$ cat src/rtl/usb_ctrl_pkg.sv
// Shared types for the USB packet controller: FSM states, error causes and
// the bundle of datapath control outputs decoded from each state.
package usb_ctrl_pkg;

  typedef enum logic [3:0] {
    S_IDLE,
    S_RX_SYNC_WAIT,
    S_RX_SYNC_CHK,
    S_RX_BYTE_WAIT,
    S_RX_WRITE,
    S_RX_CRC_CHK,
    S_RX_ERROR,
    S_TX_LOAD,
    S_TX_SEND,
    S_TX_HOLD,
    S_TX_READ,
    S_TX_CRC,
    S_TX_CRC_HOLD,
    S_TX_EOP
  } state_e;

  typedef enum logic [2:0] {
    ERR_NONE      = 3'd0,
    ERR_BAD_SYNC  = 3'd1,
    ERR_EARLY_EOP = 3'd2,
    ERR_CRC_FAIL  = 3'd3,
    ERR_OVERFLOW  = 3'd4,
    ERR_TIMEOUT   = 3'd5
  } err_e;

  typedef struct packed {
    logic receiving;
    logic write_enable;
    logic read_enable;
    logic load_enable;
    logic tx_enable;
    logic crc_enable;
    logic transmitting;
    logic in_out;
    logic create_eop;
    logic error;
    logic busy;
  } ctrl_t;

  // Moore decode: every control is a pure function of one state.
  function automatic ctrl_t decode(state_e s);
    ctrl_t c;
    c              = '0;
    c.receiving    = s inside {S_RX_SYNC_WAIT, S_RX_SYNC_CHK, S_RX_BYTE_WAIT,
                               S_RX_WRITE, S_RX_CRC_CHK, S_RX_ERROR};
    c.transmitting = s inside {S_TX_LOAD, S_TX_SEND, S_TX_HOLD, S_TX_READ,
                               S_TX_CRC, S_TX_CRC_HOLD, S_TX_EOP};
    c.in_out       = c.transmitting;
    c.write_enable = (s == S_RX_WRITE);
    c.read_enable  = (s == S_TX_READ);
    c.load_enable  = (s == S_TX_LOAD);
    c.tx_enable    = (s == S_TX_SEND);
    c.crc_enable   = (s == S_TX_CRC);
    c.create_eop   = (s == S_TX_EOP);
    c.error        = (s == S_RX_ERROR);
    c.busy         = (s != S_IDLE);
    return c;
  endfunction

endpackage

$ cat src/rtl/usb_timeout_counter.sv
// Idle-line watchdog: counts enabled cycles and pulses tc_o on the cycle the
// count sits at TIMEOUT_CYCLES-1. clear_i wins over enable_i.
module usb_timeout_counter #(
  parameter  int TIMEOUT_CYCLES = 1024,
  localparam int W              = $clog2(TIMEOUT_CYCLES)
) (
  input  logic clk,
  input  logic rst,
  input  logic clear_i,
  input  logic enable_i,
  output logic tc_o
);

  logic [W-1:0] cnt_q;

  // NOTE: state registers use non-blocking assignments so every flop samples
  // pre-edge values, independent of always-block evaluation order.
  always_ff @(posedge clk or posedge rst) begin
    if (rst)           cnt_q <= '0;
    else if (clear_i)  cnt_q <= '0;
    else if (enable_i) cnt_q <= cnt_q + 1'b1;
  end

  assign tc_o = enable_i && (cnt_q == W'(TIMEOUT_CYCLES - 1));

endmodule

$ cat src/rtl/usb_packet_fsm.sv
// Single-packet USB link controller: sequences RX (sync check, byte writes,
// CRC check, error capture) and length-driven TX over the bit-level datapath.
module usb_packet_fsm
  import usb_ctrl_pkg::*;
#(
  parameter  int          DATA_W         = 8,
  parameter  int          MAX_BYTES      = 64,
  parameter  logic [7:0]  SYNC_PATTERN   = 8'b01010100,
  parameter  int          TIMEOUT_CYCLES = 1024,
  localparam int          CNT_W          = $clog2(MAX_BYTES + 1)
) (
  input  logic              clk,
  input  logic              rst,
  input  logic              d_edge,
  input  logic              byte_received,
  input  logic [DATA_W-1:0] rx_data,
  input  logic              eop,
  input  logic              crc_ok,
  input  logic              transmit_start,
  input  logic [CNT_W-1:0]  tx_len,
  input  logic              byte_sent,
  input  logic              tx_hold,
  input  logic              crc_sent,
  output logic              receiving,
  output logic              write_enable,
  output logic              read_enable,
  output logic              load_enable,
  output logic              tx_enable,
  output logic              crc_enable,
  output logic              transmitting,
  output logic              in_out,
  output logic              create_eop,
  output logic              error,
  output logic [2:0]        error_code,
  output logic [CNT_W-1:0]  rx_count,
  output logic              busy
);

  localparam logic [CNT_W-1:0] MAX_CNT = CNT_W'(MAX_BYTES);

  state_e           state_q, state_d;
  err_e             err_q, err_d;
  ctrl_t            ctrl_q;
  logic [CNT_W-1:0] rx_count_q;
  logic [CNT_W-1:0] tx_cnt_q;
  logic             to_tc;
  logic             leave_idle;

  // Clearing on every state change covers entry to RX_SYNC_WAIT and gives
  // RX_ERROR a fresh window for its own idle-exit.
  usb_timeout_counter #(.TIMEOUT_CYCLES(TIMEOUT_CYCLES)) u_timeout (
    .clk      (clk),
    .rst      (rst),
    .clear_i  (byte_received || (state_d != state_q)),
    .enable_i (state_q inside {S_RX_SYNC_WAIT, S_RX_BYTE_WAIT, S_RX_ERROR}),
    .tc_o     (to_tc)
  );

  always_comb begin
    state_d = state_q;
    err_d   = err_q;
    case (state_q)
      S_IDLE: begin
        if (transmit_start) state_d = (tx_len == '0) ? S_TX_CRC : S_TX_LOAD;
        else if (d_edge)    state_d = S_RX_SYNC_WAIT;
        if (state_d != S_IDLE) err_d = ERR_NONE;
      end
      S_RX_SYNC_WAIT: begin
        if (byte_received) state_d = S_RX_SYNC_CHK;
        else if (to_tc) begin
          state_d = S_RX_ERROR;
          err_d   = ERR_TIMEOUT;
        end
      end
      S_RX_SYNC_CHK: begin
        if (rx_data[7:0] == SYNC_PATTERN) state_d = S_RX_BYTE_WAIT;
        else begin
          state_d = S_RX_ERROR;
          err_d   = ERR_BAD_SYNC;
        end
      end
      S_RX_BYTE_WAIT: begin
        if (byte_received) begin
          if (rx_count_q == MAX_CNT) begin
            state_d = S_RX_ERROR;
            err_d   = ERR_OVERFLOW;
          end else begin
            state_d = S_RX_WRITE;
          end
        end else if (to_tc) begin
          state_d = S_RX_ERROR;
          err_d   = ERR_TIMEOUT;
        end else if (eop) begin
          if (rx_count_q >= CNT_W'(2)) state_d = S_RX_CRC_CHK;
          else begin
            state_d = S_RX_ERROR;
            err_d   = ERR_EARLY_EOP;
          end
        end
      end
      S_RX_WRITE:   state_d = S_RX_BYTE_WAIT;
      S_RX_CRC_CHK: begin
        if (crc_ok) state_d = S_IDLE;
        else begin
          state_d = S_RX_ERROR;
          err_d   = ERR_CRC_FAIL;
        end
      end
      S_RX_ERROR:    if (eop || to_tc) state_d = S_IDLE;
      S_TX_LOAD:     state_d = S_TX_SEND;
      S_TX_SEND: begin
        if (tx_hold)        state_d = S_TX_HOLD;
        else if (byte_sent) state_d = S_TX_READ;
      end
      S_TX_HOLD:     state_d = S_TX_SEND;
      S_TX_READ:     state_d = (tx_cnt_q == CNT_W'(1)) ? S_TX_CRC : S_TX_LOAD;
      S_TX_CRC:      state_d = crc_sent ? S_TX_EOP : S_TX_CRC_HOLD;
      S_TX_CRC_HOLD: state_d = S_TX_CRC;
      S_TX_EOP:      state_d = S_IDLE;
      default:       state_d = S_IDLE;
    endcase
  end

  assign leave_idle = (state_q == S_IDLE) && (state_d != S_IDLE);

  // NOTE: controls are registered from decode(state_d), so they change on the
  // same edge as state_q and are glitch-free Moore outputs of the new state.
  always_ff @(posedge clk or posedge rst) begin
    if (rst) begin
      state_q    <= S_IDLE;
      err_q      <= ERR_NONE;
      ctrl_q     <= '0;
      rx_count_q <= '0;
      tx_cnt_q   <= '0;
    end else begin
      state_q <= state_d;
      err_q   <= err_d;
      ctrl_q  <= decode(state_d);
      if (leave_idle)
        rx_count_q <= '0;
      else if (state_q == S_RX_WRITE && rx_count_q != MAX_CNT)
        rx_count_q <= rx_count_q + 1'b1;
      if (state_q == S_IDLE && transmit_start)
        tx_cnt_q <= tx_len;
      else if (state_q == S_TX_READ)
        tx_cnt_q <= tx_cnt_q - 1'b1;
    end
  end

  assign receiving    = ctrl_q.receiving;
  assign write_enable = ctrl_q.write_enable;
  assign read_enable  = ctrl_q.read_enable;
  assign load_enable  = ctrl_q.load_enable;
  assign tx_enable    = ctrl_q.tx_enable;
  assign crc_enable   = ctrl_q.crc_enable;
  assign transmitting = ctrl_q.transmitting;
  assign in_out       = ctrl_q.in_out;
  assign create_eop   = ctrl_q.create_eop;
  assign error        = ctrl_q.error;
  assign busy         = ctrl_q.busy;
  assign error_code   = err_q;
  assign rx_count     = rx_count_q;

endmodule

$ cat config.mk
export PLATFORM = sky130hd
export DESIGN_NAME = usb_packet_fsm
export DESIGN_NICKNAME = d
export VERILOG_FILES = /design/src/rtl/usb_ctrl_pkg.sv /design/src/rtl/usb_timeout_counter.sv /design/src/rtl/usb_packet_fsm.sv
export SDC_FILE = /design/constraint.sdc
export NUM_CORES = 1
export LEC_CHECK = 0
export CAP_MARGIN = 20
export CORE_MARGIN = 5
export CORE_UTILIZATION = 40
export CTS_CLUSTER_SIZE = 16
export DETAILED_ROUTE_END_ITERATION = 10
export HOLD_SLACK_MARGIN = 0.1
export PLACE_DENSITY = 0.64
export SYNTH_ARGS = -nofsm -noshare
export SYNTH_HDL_FRONTEND = slang
export SYNTH_SLANG_ARGS = --single-unit
$ cat constraint.sdc
create_clock -name clk -period 2.3 [get_ports clk]
set_input_delay 0.575 -clock clk [delete_from_list [all_inputs] [get_ports clk]]
set_output_delay 0.575 -clock clk [all_outputs]
set_load 0.01 [all_outputs]
# Word level (Yosys, flattened, before mapping)
# Index checks and enable logic that the tools add are counted.
[classes]
addsub = 3
mul = 0
div_mod_pow = 0
n_lt_le_gt_ge = 1
n_eq_ne = 39
shifts = 0
muxes = 36
bitwise_logic = 0
reduce_logical = 19
[op_table]
columns = ["operator", "count"]
rows = [
  ["$mux 4", 13],
  ["$pmux 4 s12", 1],
  ["$eq 4x4->1 const B", 11],
  ["$mux 3", 12],
  ["$eq 4x3->1 const B", 8],
  ["$mux 7", 4],
  ["$mux 10", 2],
  ["$eq 4x2->1 const B", 4],
  ["$pmux 3 s5", 1],
  ["$add 10x1->10 const B", 1],
  ["$eq 10x10->1 const B", 1],
  ["$ne 2x2->1 const B", 5],
  ["$reduce_and 9->1", 1],
  ["$eq 4x1->1 const B", 2],
  ["$eq 8x7->1 const B", 1],
  ["$ne 4x4->1 const B", 2],
  ["$reduce_bool 4->1", 2],
  ["$add 7x1->7 const B", 1],
  ["$eq 7x1->1 const B", 1],
  ["$eq 7x7->1 const B", 1],
  ["$ge 7x2->1 const B", 1],
  ["$logic_not 7->1", 1],
  ["$ne 7x7->1 const B", 1],
  ["$reduce_bool 7->1", 1],
  ["other kinds (13)", 20],
]
[totals]
register_bits = 41
latchBits = 0
ramBits = 0
mem_bits_ro = 0
inputBits = 25
out_inout_bits = 21
wordCells = 113
memories = 0

# Depth between registers and ports, before layout
# Gate-level depths: netlist of the first run.
[depth]
word_depth = 9
depth_mapped = 9
depth_no_buf = 9

# Modules after synthesis
# Synthesis of the first run repeated with hierarchy kept, for this count alone.
[unflattened]
hier_cells = 266
area_unflattened_um2 = 2532.4
[by_module_without_submodules]
columns = ["mod", "n_inst", "cells_per_inst", "area_each_um2", "seq_area_each_um2"]
rows = [
  ["usb_packet_fsm", 1, 215, 2015.7, 775.7],
  ["usb_timeout_counter", 1, 51, 516.7, 250.2],
]

# Least setup slack after synthesis of the first run
# OpenSTA, ideal clock, no wires.
[synth_path]
path_kind = "reg2reg"
startpoint = "register rx_count_q[0] (netlist: rx_count[0])"
endpoint = "register ctrl_q, in the netlist busy"
setup_ns = 0.124
arrival_time_ns = 2.148
required_ns = 2.176
path_slack_ns = 0.028
path_stages_with_launch = 9
n_path_buf = 0
synth_period_minus_slack_ns = 2.272
cell_sequence = "dfrtp_1 inv_1 ha_1 nor4b_1 and3_1 nor4_1 or2_1 or3_4 or2_1"
[synth_between]
elab_chain_cells = 7
word_cells_on_any_way = 9
cone_classes = "1 x order compare; 1 x eq/ne; 6 x mux; 1 x reduce/logical"
[synth_rtl]
columns = ["item", "line", "text"]
rows = [
  ["start: declaration", "usb_packet_fsm.sv:44", "logic [CNT_W-1:0] rx_count_q;"],
  ["start signal: assignment", "usb_packet_fsm.sv:142", "rx_count_q <= rx_count_q + 1'b1;"],
  ["$ge 7x2->1", "usb_packet_fsm.sv:94", "if (rx_count_q >= CNT_W'(2)) state_d = S_RX_CRC_CHK;"],
  ["$mux 2", "usb_packet_fsm.sv:94", ""],
  ["$mux 4", "usb_packet_fsm.sv:93", "end else if (eop) begin"],
  ["$mux 4", "usb_packet_fsm.sv:90", "end else if (to_tc) begin"],
  ["$mux 4", "usb_packet_fsm.sv:83", "if (byte_received) begin"],
  ["$pmux 4 s12", "usb_packet_fsm.sv:62", "case (state_q)"],
  ["named net state_d[0]", "usb_packet_fsm.sv:41", "state_e state_q, state_d;"],
  ["$reduce_bool 4->1", "usb_ctrl_pkg.sv:61", "c.busy = (s != S_IDLE);"],
  ["end signal: assignment", "usb_packet_fsm.sv:138", "ctrl_q <= decode(state_d);"],
  ["end: declaration", "usb_packet_fsm.sv:43", "ctrl_t ctrl_q;"],
]
# The timed path passes the listed nets, and every way through them passes these cells.
# A chain may end at the register's enable or synchronous reset.

# Worst setup path after layout of the first run
[layout_path]
startpoint = "input crc_sent"
endpoint = "register ctrl_q, in the netlist busy"
[layout_between]
elab_chain_cells = 3
[layout_rtl]
columns = ["item", "line", "text"]
rows = [
  ["start: declaration", "usb_packet_fsm.sv:23", "input logic crc_sent,"],
  ["$mux 1", "usb_packet_fsm.sv:117", "S_TX_CRC: state_d = crc_sent ? S_TX_EOP : S_TX_CRC_HOLD;"],
  ["$pmux 4 s12", "usb_packet_fsm.sv:62", ""],
  ["named net state_d[0]", "usb_packet_fsm.sv:41", ""],
  ["$reduce_bool 4->1", "usb_ctrl_pkg.sv:61", ""],
]
# The timed path passes the listed nets, and every way through them passes these cells.

==> impl_metrics.tcl, run 1 <==
set metrics [dict create \
    syn_area_per_cell_um2 9.64 \
    holdPathEnd "error_code[0]" \
    initial_utilization_pct 41.4 \
    synth_edf_count 0 \
    fin_util_pct 61.5 \
    critPathLaunchType "input port" \
    grt_pass1_vias 2280 \
    hold_buffers 0 \
    peakVddDrop_mv 0.503 \
    worst_path_max_delay_cell "clkdlybuf4s50_1" \
    dp_hpwl_mm 4.61 \
    grt_usage_pct 17.2 \
    worstPathMaxFanout 4 \
    hold_viol 0 \
    synth_area_leaders "dfrtp_1, nor2_1, nand2_1" \
    worstPathArrival_ns 2.45 \
    place_congestion 0.861 \
    firstDrtPassIters 4 \
    portBuffers 45 \
    p_leak_nw 1.56 \
    path_cells "clkdlybuf4s50_1 > nand2b_1 > a32oi_2 > o311ai_2 > or2_1 > or3_4 > or2_1" \
    drv_slew 0 \
    critical_path.reg2reg.startpoint "state_q[2]" \
    crit_type "input port to flip-flop" \
    r2r_slack_ns 0.07 \
    fillers 504 \
    dp_cells 414 \
    syn-cell-area_mm2 0.00245 \
    synth_commonest_cells "dfrtp_1, nor2_1, nand2_1, nor3_1, inv_1" \
    drc_errors 0 \
    synth_top_flop_cell "dfrtp_1" \
    cts_buffers 5 \
    cts.clk_slew.worst_paths_ns 0.09 \
    rows 28 \
    clock-root-buffer "clkbuf_8" \
    reg2regPathDepth 6 \
    synthDistinctLibCells 59 \
    grt_max_degree 42 \
    yosys.area.top_type_share_pct 41.9 \
    cts_htree_levels 2 \
    drt-initial-drc-count 98 \
    final_layout_size_suffix_gt1_share_pct 28.8 \
    rr_endpoint "error" \
    ys_seq_area_share_pct 41.9 \
    async_flop_share_pct 100 \
    required_ns 2.49 \
    syn-num-nets 285 \
    cts.sinks 41 \
    cp_common_cell "or2_1" \
    grt_pass1_wl_mm 10.5 \
    layout_setup_ws_ns 0.0404 \
    top_level_ports 46 \
    nets 381 \
    routed_wl_mm 6.41 \
    pre_cts_ws_ns -0.613 \
    skew_ns 0.00915 \
    fin_hold_ws_ns 0.518 \
    areaGrowthSynthToFinish_pct 48.8 \
    cts_buffer_depth 2 \
    postRouteAntennaNets 0 \
    status "finished clean" \
    fp.dieH_um 88.2 \
    stdcell_count 426 \
    min_path_cells 1 \
    post_drt_via_cell_ratio 5.39 \
    tightest_slew_ns 0.555 \
    maxSlewHeadroom_pct 63.0 \
    synth_top_area_cell "dfrtp_1" \
    critPathMaxStageDelay_ns 0.41 \
    wl_per_cell_um 15.0 \
    grt_overflow 0 \
    endpoint_kind "flip-flop" \
    vias 2295 \
    yosysWarningCount 0 \
    synth_cells 254 \
    power.density_mw_per_mm2 1110 \
    setup_viol 0 \
    period_minus_slack_ns 2.26 \
    rsz0062_at_grt "yes" \
    fmax_ghz 0.443 \
    tns_ns 0 \
    hp-class "flip-flop to flip-flop" \
    cap_violations 0 \
    cts_tree "built" \
    min_from "error_code[0]" \
    die_width_um 88.2 \
    core_mm2 0.00592 \
    antenna_cells 0 \
    clock_latency_ns 0.30 \
    antenna_found_initial 0 \
    synth_most_common_cell "dfrtp_1" \
    fin_crit_sh_pct 98.2 \
    ys_seq_elements 41 \
    dieArea_mm2 0.00779 \
]
repair_timing:
item | 4_1_cts | 5_1_grt
setup endpoints to repair | 14 | 14
pin swaps | 12 | 6
gates cloned | 0 | 1
buffers inserted | 3 | 1
gates resized for setup | 39 | 12
how the worst max path moves through the flow:
stage	from	to	slack, ns	cells past startpoint
after floorplan	rx_count[0]	busy	0.03	8
after detailed placement	rx_data[6]	busy	-0.61	7
after CTS	rx_data[3]	busy	0.00008	7
after global routing	rx_count[0]	busy	-0.05	10
after global placement	rx_data[1]	busy	-0.59	7
final	crc_sent	busy	0.04	7
power by group:
part	internal (mW)	leakage, nW	switching [mW]	total (mW)
clock network	0.325	0.0543	0.264	0.588
registers	0.908	0.538	0.193	1.10
logic	1.17	0.969	1.19	2.36
cells in the final DEF, fill, tap and decap left out, drive strengths merged, types with 2 or more instances in the layout:
cell | synthesis | layout
o21a | 2 | 2
a21oi | 10 | 10
nor4b | 3 | 3
buf | 7 | 53
o211ai | 2 | 2
o31ai | 2 | 2
nor3 | 14 | 14
nor2b | 4 | 4
dlygate4sd2 | 0 | 16
nand2 | 23 | 23
nand4 | 7 | 7
xnor2 | 9 | 9
o2111ai | 1 | 2
clkdlybuf4s15 | 0 | 2
nand2b | 5 | 5
xor2 | 8 | 8
mux2i | 2 | 2
and3 | 4 | 4
dfrtp | 41 | 41
a221o | 3 | 3
or3 | 3 | 3
nand3 | 7 | 7
mux2 | 3 | 3
o21ai | 8 | 8
a31oi | 4 | 4
ha | 6 | 6
nor2 | 25 | 25
nor3b | 2 | 2
o311ai | 3 | 3
clkdlybuf4s50 | 0 | 27
a32oi | 2 | 2
a2111oi | 2 | 2
clkbuf | 3 | 5
or2 | 4 | 4
nor4 | 6 | 6
inv | 13 | 13
flip-flops by register name, indices dropped and copies added (netlist names), 3 cells and up:
| signal | flops |
|---|---|
| error_code | 3 |
| rx_count | 7 |
| state_q | 4 |
| tx_cnt_q | 7 |
| u_timeout.cnt_q | 10 |
through the flow:
step / total power [mW] / instance area (um2)
finish: 4.05 / 3640
global route: 4.34 / 3640
CTS: 3.95 / 3560
detailed placement: 3.21 / 3330
global placement: 3.20 / 3330
floorplan: 2.32 / 2450
worst max-delay path, delay by kind of cell:
family	cells	cell delay (ns)
buf+inv	1	0.41
simple gates	4	1.06
compound gates	2	0.40
cells by family (layout without fill, tap and decap cells):
kind of cell	Yosys count	after routing	synth area share (%)
flops	41	41	41.9
simple gates	112	112	26.2
buf+inv	23	119	3.99
compound gates	49	50	15.8
fa+ha+maj	7	7	3.47
mux	5	5	2.20
xor+xnor	17	17	6.39
metal layers:
metal,track usage (%),vias up,routed length (um)
li1,-,1121,-
met1,23.1,1096,2930
met2,28.4,68,3060
met3,3.17,10,321
met4,5.08,0,100
met5,0,-,0
area by class of cell:
type	count	area (um2)	area share [%]
multi-input cells	191	1510	41.5
flip-flops and latches	41	1030	28.2
repair buffers	98	845	23.2
well taps	75	93.8	2.58
clock buffers	5	68.8	1.89
inverters	13	48.8	1.34
clock inverters	3	46.3	1.27
Power figures use the tool's default switching activity.
==> inputs of run 2 (changes only) <==
--- a/config.mk
+++ b/config.mk
@@ -5,13 +5,13 @@
 export SDC_FILE = /design/constraint.sdc
 export NUM_CORES = 1
 export LEC_CHECK = 0
-export CAP_MARGIN = 20
 export CORE_MARGIN = 5
-export CORE_UTILIZATION = 40
+export CORE_UTILIZATION = 47
 export CTS_CLUSTER_SIZE = 16
 export DETAILED_ROUTE_END_ITERATION = 10
 export HOLD_SLACK_MARGIN = 0.1
-export PLACE_DENSITY = 0.64
+export PLACE_DENSITY = 0.74
+export SKIP_CTS_REPAIR_TIMING = 1
 export SYNTH_ARGS = -nofsm -noshare
 export SYNTH_HDL_FRONTEND = slang
 export SYNTH_SLANG_ARGS = --single-unit
==> run 2 against run 1 <==
Against the previous run:
- the flow now finishes with violations (negative setup slack)
- die area is 13% lower
- sequential share of layout area decreased by 0.94 points
- register-to-register slack got worse by 0.13 ns
- critical endpoint unchanged
- largest power group unchanged
==> impl_metrics.tcl, run 2 (synthesized netlist as in run 1, its figures left out) <==
set metrics [dict create \
    dp_hpwl_mm 4.63 \
    stdcell_count 426 \
    power.density_mw_per_mm2 1150 \
    final_common_cell "buf_4" \
    layout_setup_ws_ns -0.0612 \
    top_level_ports 46 \
    peakVddDrop_mv 0.614 \
    cp_top_family "simple AND/OR/NAND/NOR gates" \
    critPathLaunchType "flip-flop" \
    portBuffers 45 \
    areaGrowthSynthToFinish_pct 54.1 \
    cts_htree_levels 2 \
    path_cells "ha_2 > nand2_2 > nor4_4 > o41a_2 > o211a_4 > inv_2 > or3_4 > or2_1" \
    endpoint_kind "flip-flop" \
    cts_tree "built" \
    skew_ns 0.0121 \
    fin_crit_sh_pct 103 \
    tightest_slew_ns 0.531 \
    antenna_found_initial 0 \
    rsz0062_at_grt "yes" \
    nets 386 \
    p_leak_nw 1.73 \
    status "finished, violations left" \
    rows 26 \
    grt_pass1_wl_mm 10.2 \
    pre_cts_ws_ns -0.610 \
    cts_buffers 5 \
    worstPathArrival_ns 2.54 \
    cap_violations 0 \
    fin_hold_ws_ns 0.517 \
    critical_path_buf_inv_count 1 \
    antenna_cells 0 \
    total_power_mw 4.34 \
    postRouteAntennaNets 0 \
    fp.dieH_um 82.2 \
    initial_utilization_pct 48.2 \
    drc_errors 0 \
    required_ns 2.48 \
    vias 2407 \
    setup_viol 5 \
    fmax_ghz 0.424 \
    post_drt_via_cell_ratio 5.65 \
    grt_usage_pct 19.4 \
    worst_path_max_delay_cell "nor4_4" \
    grt_max_degree 42 \
    hold_viol 0 \
    largest_register_ffs 10 \
    worstPathMaxFanout 4 \
    grt_pass1_vias 2237 \
    crit_type "flip-flop to flip-flop" \
    period_minus_slack_ns 2.36 \
    core_mm2 0.00507 \
    cts.sinks 41 \
    fillers 375 \
    critPathMaxStageDelay_ns 0.47 \
    clock-root-buffer "clkbuf_8" \
    cts.clk_slew.worst_paths_ns 0.09 \
    final_layout_size_suffix_gt1_share_pct 31.7 \
    place_congestion 0.896 \
    maxSlewHeadroom_pct 64.6 \
    most-common-layout-cells "buf_4, dfrtp_1, clkdlybuf4s50_1" \
    die_width_um 82.2 \
    dieArea_mm2 0.00675 \
    routed_wl_mm 7.20 \
    drv_slew 0 \
    violations "negative setup slack" \
    clock_latency_ns 0.30 \
    firstDrtPassIters 4 \
    drt-initial-drc-count 141 \
    hp-class "flip-flop to flip-flop" \
    dp_cells 409 \
    cts_buffer_depth 2 \
    fin_area_mm2 0.00377 \
    grt_overflow 0 \
    regMostFlops "u_timeout.cnt_q" \
    wl_per_cell_um 16.9 \
    place_area_mm2 0.00331 \
]
## run 2: per-stage QoR
step / TNS, ns / util (%)
4_1_cts: -2.53 / 67.6
5_1_grt: -1.22 / 74.4
3_3_place_gp: -6.74 / 65.3
2_1_floorplan: 0 / -
3_5_place_dp: -7.73 / 65.3
6_report: -0.107 / 74.4
## run 2: layout make-up
class | count | area [um2] | area share (%)
Sequential cell | 41 | 1030 | 27.3
Timing Repair Buffer | 103 | 943 | 25.0
Tap cell | 70 | 87.6 | 2.32
Multi-Input combinational cell | 191 | 1550 | 41.0
Inverter | 13 | 48.8 | 1.29
Clock buffer | 5 | 68.8 | 1.82
Clock inverter | 3 | 46.3 | 1.23
## run 2: worst reg2reg max path, delay by kind of cell, from the launching register on
family / cells / cell delay [ns]
DFF: 1 / 0.39
adders and majority gates: 1 / 0.21
and+or+nand+nor: 4 / 1.13
buffers and inverters: 1 / 0.05
AOI/OAI and AO/OA: 2 / 0.46
## run 2: final timing paths
path	from	to	slack (ns)	depth (start not counted)
max	u_timeout.cnt_q[1]	busy	-0.06	8
min	error_code[0]	error_code[0]	0.52	1
max reg2reg	u_timeout.cnt_q[1]	busy	-0.06	8
min reg2reg	error_code[0]	error_code[0]	0.52	1
max in group asynchronous	rst	state_q[3]	1.19	3
min in group asynchronous	rst	state_q[1]	0.72	3
## run 2: per-layer routing
layer  vias up  track usage (%)  share of wire [%]
met1      1170             25.2                 41
met5         -                0                  0
met2        94             33.1                 52
li1       1126                -                  -
met3        17             3.69                5.6
met4         0             4.49                1.8
## run 2: where the power goes
group	internal, mW	total, mW	switching [mW]
clock network	0.325	0.598	0.273
logic	1.34	2.61	1.28
registers	0.909	1.13	0.223
